**src/rtl/bus_xfer_seq_pkg.sv**
```systemverilog
// Shared types and helpers for the bus transfer sequencer.
package xfer_pkg;

  // Sequencer phases. One move runs DRIVE -> LATCH -> DONE and then returns to IDLE.
  typedef enum logic [1:0] {
    IDLE  = 2'd0,
    DRIVE = 2'd1,
    LATCH = 2'd2,
    DONE  = 2'd3
  } xfer_state_t;

  // The register file needs at least two entries.
  localparam int XFER_MIN_NREG = 2;

  // Width of a register index. It never returns 0, so a 1-entry corner case still
  // gets a legal vector.
  function automatic int idx_w(input int n);
    return (n > 1) ? $clog2(n) : 1;
  endfunction

endpackage

```
**src/rtl/bus_xfer_seq_if.sv**
```systemverilog
// Command handshake and gated-bus signals between the sequencer and its environment.
interface bus_xfer_seq_if
  import xfer_pkg::*;
#(
  parameter int WIDTH = 4,
  parameter int NREG  = 4
);

  // Handshake: a command transfers on a rising clk edge where cmd_valid && cmd_ready.
  // The requester holds cmd_valid/cmd_src/cmd_dst stable until that edge.
  // cmd_ready never depends on cmd_valid in the same cycle.
  logic                     cmd_valid;
  logic                     cmd_ready;
  logic [idx_w(NREG)-1:0]   cmd_src;
  logic [idx_w(NREG)-1:0]   cmd_dst;

  // Gated bus: bus_en/bus_data go to the gate, and bus_in is the gate's output.
  logic                     bus_en;
  logic [WIDTH-1:0]         bus_data;
  logic [WIDTH-1:0]         bus_in;

  // Sequencer side.
  modport master (
    input  cmd_valid, cmd_src, cmd_dst, bus_in,
    output cmd_ready, bus_en, bus_data
  );

  // Requester / gate side.
  modport slave (
    output cmd_valid, cmd_src, cmd_dst, bus_in,
    input  cmd_ready, bus_en, bus_data
  );

endinterface

```
**src/rtl/bus_xfer_seq_regfile.sv**
```systemverilog
// NREG x WIDTH register file: one write port and two asynchronous read ports.
module xfer_regfile
  import xfer_pkg::*;
#(
  parameter int WIDTH = 4,
  parameter int NREG  = 4
) (
  input  logic                   clk,
  input  logic                   rst_n,
  input  logic                   i_we,
  input  logic [idx_w(NREG)-1:0] i_waddr,
  input  logic [WIDTH-1:0]       i_wdata,
  input  logic [idx_w(NREG)-1:0] i_raddr_a,
  output logic [WIDTH-1:0]       o_rdata_a,
  input  logic [idx_w(NREG)-1:0] i_raddr_b,
  output logic [WIDTH-1:0]       o_rdata_b
);

  logic [WIDTH-1:0] r_mem [NREG];

  // Storage: cleared on reset, single write per cycle
  always_ff @(posedge clk or negedge rst_n) begin
    if (!rst_n) begin
      for (int i = 0; i < NREG; i++) begin
        r_mem[i] <= '0;
      end
    end else if (i_we) begin
      r_mem[i_waddr] <= i_wdata;
    end
  end

  // NREG is a power of two, so every index value addresses a real entry.
  assign o_rdata_a = r_mem[i_raddr_a];
  assign o_rdata_b = r_mem[i_raddr_b];

endmodule

```
**src/rtl/bus_xfer_seq.sv**
```systemverilog
// Register-to-register move sequencer driving an edge-sensitive downstream bus gate.
module bus_xfer_seq
  import xfer_pkg::*;
#(
  parameter int WIDTH = 4,
  parameter int NREG  = 4,
  parameter int HOLD  = 2
) (
  input  logic                   clk,
  input  logic                   rst_n,
  bus_xfer_seq_if.master         bif,
  input  logic                   load_en,
  input  logic [idx_w(NREG)-1:0] load_sel,
  input  logic [WIDTH-1:0]       load_data,
  output logic                   busy,
  output logic                   done,
  input  logic [idx_w(NREG)-1:0] rd_sel,
  output logic [WIDTH-1:0]       rd_data,
  output xfer_state_t            o_dbg_state
);

  localparam int IW = idx_w(NREG);
  localparam int CW = (HOLD > 1) ? $clog2(HOLD) : 1;

  if (HOLD < 1) begin : g_bad_hold
    $fatal(1, "bus_xfer_seq: HOLD must be >= 1");
  end
  if ((NREG < XFER_MIN_NREG) || ((NREG & (NREG - 1)) != 0)) begin : g_bad_nreg
    $fatal(1, "bus_xfer_seq: NREG must be a power of two and >= 2");
  end

  xfer_state_t      r_state;
  logic [CW-1:0]    r_cnt;
  logic [IW-1:0]    r_src;
  logic [IW-1:0]    r_dst;
  logic             r_bus_en;
  logic             r_done;

  logic             w_load;
  logic             w_cap;
  logic             w_we;
  logic [IW-1:0]    w_waddr;
  logic [WIDTH-1:0] w_wdata;
  logic [WIDTH-1:0] w_src_data;

  // Loads are accepted only while idle. Capture happens only on the edge that leaves LATCH.
  // The two writes can never happen in the same cycle.
  assign w_load  = (r_state == IDLE) && load_en;
  assign w_cap   = (r_state == LATCH);
  assign w_we    = w_load || w_cap;
  assign w_waddr = w_cap ? r_dst : load_sel;
  assign w_wdata = w_cap ? bif.bus_in : load_data;

  xfer_regfile #(
    .WIDTH (WIDTH),
    .NREG  (NREG)
  ) u_regfile (
    .clk       (clk),
    .rst_n     (rst_n),
    .i_we      (w_we),
    .i_waddr   (w_waddr),
    .i_wdata   (w_wdata),
    .i_raddr_a (r_src),
    .o_rdata_a (w_src_data),
    .i_raddr_b (rd_sel),
    .o_rdata_b (rd_data)
  );

  // Transfer FSM. bus_en is its own flop, so the gate never sees a decode glitch.
  // The asynchronous reset drops it at once.
  always_ff @(posedge clk or negedge rst_n) begin
    if (!rst_n) begin
      r_state  <= IDLE;
      r_cnt    <= '0;
      r_src    <= '0;
      r_dst    <= '0;
      r_bus_en <= 1'b0;
      r_done   <= 1'b0;
    end else begin
      r_done <= 1'b0;
      case (r_state)
        IDLE: begin
          if (bif.cmd_valid) begin
            r_src    <= bif.cmd_src;
            r_dst    <= bif.cmd_dst;
            r_cnt    <= '0;
            r_bus_en <= 1'b1;
            r_state  <= DRIVE;
          end
        end
        DRIVE: begin
          if (r_cnt == CW'(HOLD - 1)) begin
            r_state <= LATCH;
          end else begin
            r_cnt <= r_cnt + CW'(1);
          end
        end
        LATCH: begin
          r_bus_en <= 1'b0;
          r_done   <= 1'b1;
          r_state  <= DONE;
        end
        DONE: begin
          r_state <= IDLE;
        end
        default: begin
          r_state <= IDLE;
        end
      endcase
    end
  end

  // Source registers are stable through DRIVE and LATCH, so bus_data is driven
  // straight from the register file. A same-edge load is therefore already visible.
  assign bif.bus_data  = r_bus_en ? w_src_data : '0;
  assign bif.bus_en    = r_bus_en;
  assign bif.cmd_ready = (r_state == IDLE);
  assign busy          = (r_state != IDLE);
  assign done          = r_done;
  assign o_dbg_state   = r_state;

endmodule

```
**src/flat_wrapper.sv**
```systemverilog
// flat-port wrapper written by rule: the top's interface ports become plain ports
module bus_xfer_seq_flat import xfer_pkg::*;
#(
  parameter int WIDTH = 4,
  parameter int NREG  = 4,
  parameter int HOLD  = 2
)
  (clk, rst_n, load_en, load_sel, load_data, busy, done, rd_sel, rd_data, o_dbg_state, bif_cmd_valid, bif_cmd_src, bif_cmd_dst, bif_bus_in, bif_cmd_ready, bif_bus_en, bif_bus_data);
  bus_xfer_seq_if #(.WIDTH(WIDTH), .NREG(NREG)) bif_i ();
  input  logic clk;
  input  logic rst_n;
  input  logic load_en;
  input  logic [idx_w(NREG)-1:0] load_sel;
  input  logic [WIDTH-1:0] load_data;
  output logic busy;
  output logic done;
  input  logic [idx_w(NREG)-1:0] rd_sel;
  output logic [WIDTH-1:0] rd_data;
  output xfer_state_t o_dbg_state;
  input wire logic [$bits(bif_i.cmd_valid)-1:0] bif_cmd_valid;
  input wire logic [$bits(bif_i.cmd_src)-1:0] bif_cmd_src;
  input wire logic [$bits(bif_i.cmd_dst)-1:0] bif_cmd_dst;
  input wire logic [$bits(bif_i.bus_in)-1:0] bif_bus_in;
  output wire logic [$bits(bif_i.cmd_ready)-1:0] bif_cmd_ready;
  output wire logic [$bits(bif_i.bus_en)-1:0] bif_bus_en;
  output wire logic [$bits(bif_i.bus_data)-1:0] bif_bus_data;
  assign bif_i.cmd_valid = bif_cmd_valid;
  assign bif_i.cmd_src = bif_cmd_src;
  assign bif_i.cmd_dst = bif_cmd_dst;
  assign bif_i.bus_in = bif_bus_in;
  assign bif_cmd_ready = bif_i.cmd_ready;
  assign bif_bus_en = bif_i.bus_en;
  assign bif_bus_data = bif_i.bus_data;
  bus_xfer_seq #(.WIDTH(WIDTH), .NREG(NREG), .HOLD(HOLD)) u_core (.clk(clk), .rst_n(rst_n), .bif(bif_i), .load_en(load_en), .load_sel(load_sel), .load_data(load_data), .busy(busy), .done(done), .rd_sel(rd_sel), .rd_data(rd_data), .o_dbg_state(o_dbg_state));
endmodule
```
**config.mk**
```make
export PLATFORM = sky130hd
export DESIGN_NAME = bus_xfer_seq_flat
export DESIGN_NICKNAME = d
export VERILOG_FILES = /design/src/rtl/bus_xfer_seq_pkg.sv /design/src/rtl/bus_xfer_seq_if.sv /design/src/rtl/bus_xfer_seq_regfile.sv /design/src/rtl/bus_xfer_seq.sv /design/src/flat_wrapper.sv
export SDC_FILE = /design/constraint.sdc
export NUM_CORES = 1
export LEC_CHECK = 0
export CORE_MARGIN = 2
export CORE_UTILIZATION = 48
export CTS_CLUSTER_DIAMETER = 50
export DETAILED_ROUTE_END_ITERATION = 10
export PLACE_DENSITY = 0.76
export SYNTH_ARGS = -nofsm -noshare
export SYNTH_HDL_FRONTEND = slang
export SYNTH_HIERARCHICAL = 1
export SYNTH_SLANG_ARGS = --single-unit
```
**constraint.sdc**
```tcl
create_clock -name clk -period 2.4 [get_ports clk]
set_clock_uncertainty 0.05 [all_clocks]
set_input_delay 0.48 -clock clk [delete_from_list [all_inputs] [get_ports clk]]
set_output_delay 0.48 -clock clk [all_outputs]
set_load 0.05 [all_outputs]
```
==> flow_summary_export.csv <==
group,metric,value,unit
setup_path,timing.rr.start,"u_core/o_dbg_state[0]",
global_routing,grt_usage,19.4,%
setup_path,cp.arrival,1.70,ns
detailed_routing,drtIter0Drc,11,
finish,fin_nets,153,
clock_network,cts-root-buf,"clkbuf_4",
sta,rsz0062_at_grt,"false",
die,die_w,56.9,microns
synthesis,syn_avg_cell_area,15.3,sq um
sta,hold_viol_final,0,
setup_path,critPathLaunchType,"flop",
setup_path,end_kind,"output pin",
pwr,vdd_ir_drop_max,0.000957,V
sta,worst_pin_slew,0.500,ns
global_routing,overflow,0,
finish,num_antenna_cells,0,
detailed_routing,ant_nets,0,
placement,portBuffers,33,
setup_path,max_stage_delay,0.55,ns
setup_path,worstPathMaxFanout,5,
clock_network,ctsHoldBuffers,0,
clock_network,post_cts_buffers,0,
detailed_routing,wire_per_inst,17.2,microns
detailed_routing,first_pass_iters,4,
detailed_routing,vias,888,
clock_network,clockBufferDepth,2,
synthesis,syn_area,0.00134,sq mm
die,fp.coreArea,0.00271,sq mm
clock_network,clock_latency,0.32,ns
pwr,power_density,1520,mW/mm^2
sta,fin_crit_sh,93.1,%
finish,instances_no_fill,159,
synthesis,ys_seq_elements,25,
run,drv_cap,0,
die,num_rows,19,
clock_network,cts_max_level,1,
detailed_routing,routed_wl,2740,microns
synthesis,seq_area_frac_synth,46.6,%
global_routing,antenna_found_initial,0,
pwr,p_leak,0.000763,uW
setup_path,cp.required,1.87,ns
finish,drive_gt1_share,43.8,%
placement,place_congestion,0.831,
setup_path,r2r_end,"u_core/u_regfile/r_mem[15]",
sta,tns,0,ns
setup_path,critPathBufInv,1,
synthesis,synthCells,88,
clock_network,clkSinkCount,25,
synthesis,synth_nets,112,
clock_network,cts_made_buffers,3,
clock_network,cts_tree,"done",
die,die_area,0.00324,sq mm
detailed_routing,route.detailed.drc,0,
placement,dp.cells,155,
setup_path,cpMaxStageDelayCell,"mux4_1",
setup_path,crit_path_cell_trace,"mux4_1 -> and2_1 -> buf_4",
clock_network,clk_pin_slew,0.15,ns
sta,finalMaxSlewViolations,0,
setup_path,reg2reg_slack,0.33,ns
die,io_pins,34,
sta,min_period,2.23,ns
setup_path,cpLargestDelayFamily,"multiplexers",
die,initial_core_util,49.6,%
placement,hpwl,2080,microns
global_routing,grt_pass1_vias,949,
outcome,status,"finished clean",
hold_path,hold_class,"input port to asynchronous set/reset pin",
sta,max_freq,0.448,GHz
finish,multiInputGateArea,702,sq um
global_routing,grt_max_degree,26,
finish,syn_to_final_growth,29.7,%
die,die_h,56.9,microns
sta,maxSlewHeadroom,66.6,%
finish,nFillCells,226,
synthesis,synth.distinct_cells,23,
global_routing,grt_pass1_wl,4720,microns
setup_path,reg2reg_depth,5,
detailed_routing,via_per_inst,5.58,
setup_path,critPathKind,"flop to output pin",
finish,seqCellArea,627,sq um
synthesis,yosysWarnings,6,
sta,setup_violations,0,
-- through the flow --
stage / total power, uW / instance area (sq um) / hold WS, ns / setup slack, ns / util (%)
floorplan: 2010 / 1340 / 0.134 / 0.119 / -
global placement: 2420 / 1710 / 0.440 / 0.0178 / 63.2
detailed placement: 2460 / 1710 / 0.454 / 0.0134 / 63.2
CTS: 2660 / 1740 / 0.448 / 0.0591 / 64.3
global route: 2800 / 1740 / 0.447 / 0.0908 / 64.3
finish: 2640 / 1740 / 0.448 / 0.166 / 64.3
-- timing repair --
action / in CTS / in global routing
setup endpoints to repair: 1 / 1
gates resized for setup: 1 / 1
cloned: 0 / 0
-- placed cells by master (no fill, tap or decap), types with 2 or more instances in the layout --
| master | n |
|---|---|
| mux2_4 | 5 |
| nand3b_1 | 2 |
| clkdlybuf4s50_1 | 22 |
| and2_1 | 4 |
| a21oi_1 | 2 |
| ha_1 | 4 |
| dfrtp_1 | 24 |
| mux4_1 | 2 |
| clkbuf_4 | 3 |
| buf_4 | 14 |
| mux4_2 | 6 |
| inv_1 | 3 |
| mux2_2 | 22 |
-- cell usage after synthesis --
library cell	n	share of area, %
dfrtp_1	25	47
mux2_2	22	18
mux4_2	6	10
mux2_4	5	5.6
and2_1	4	1.9
ha_1	4	3.7
inv_1	3	0.84
a21oi_1	2	0.74
mux4_1	2	3.9
nand3b_1	2	1.1
a21o_1	1	0.56
buf_2	1	0.37
mux2i_1	1	0.74
nand2_1	1	0.28
nand2_2	1	0.47
nand3_1	1	0.37
nor2_1	1	0.28
nor2_2	1	0.47
nor2b_1	1	0.47
nor2b_2	1	0.65
nor3b_4	1	1.4
o21ai_0	1	0.37
o32a_1	1	0.74
-- routing by layer --
layer / track usage, % / vias to the layer above / routed length [microns]
met5: 0 / - / 0
met4: 6.98 / 0 / 21
met1: 26.7 / 453 / 1200
li1: - / 411 / -
met2: 31.4 / 22 / 1400
met3: 3.00 / 2 / 121
-- where the power goes --
group / leakage [uW] / switching [uW] / internal [uW] / total, uW
registers: 0.000296 / 189 / 641 / 831
logic: 0.000453 / 849 / 768 / 1620
clock network: 0.0000139 / 132 / 63.7 / 196
total: 0.000763 / 1170 / 1470 / 2640
-- area by class of cell --
cell class              count  area share [%]
flip-flops and latches     25            36.0
repair buffers             37            19.2
well taps                  31            2.23
clock buffers               3            1.29
multi-input cells          59            40.3
inverters                   3           0.646
clock inverters             1           0.431
-- logic make-up after synthesis --
group           share of synthesized area [%]
compound gates                           2.42
fa+ha+maj                                3.72
buf+inv                                  1.21
flops                                    46.6
mux                                      38.7
simple gates                             7.36
-- sequential cells by signal, summed over array words and instances (netlist names) --
register / cells
u_core/bif.bus_en: 1
u_core/done: 1
u_core/o_dbg_state: 2
u_core/r_cnt: 1
u_core/r_dst: 2
u_core/r_src: 2
u_core/u_regfile/r_mem: 16
-- worst reg2reg max path: cells and delay by family, from the launching register on --
| family | cells | cell delay (ns) |
|---|---|---|
| mux | 2 | 0.78 |
| flops | 1 | 0.44 |
| simple gates | 1 | 0.33 |
| fa+ha+maj | 1 | 0.26 |
| buf+inv | 1 | 0.12 |
-- worst max-delay path by stage --
stage                                startpoint                    endpoint  slack [ns]  depth (start not counted)
after detailed placement              rd_sel[0]                  rd_data[0]        0.01                          4
after floorplan           u_core/o_dbg_state[0]  u_core/u_regfile/r_mem[12]        0.12                          6
after CTS                       u_core/r_src[0]             bif_bus_data[3]        0.06                          3
after global routing            u_core/r_src[0]             bif_bus_data[3]        0.09                          3
after global placement                rd_sel[0]                  rd_data[3]        0.02                          4
final                           u_core/r_src[0]             bif_bus_data[3]        0.17                          3
Note: power is estimated with default switching activity, not from simulation.
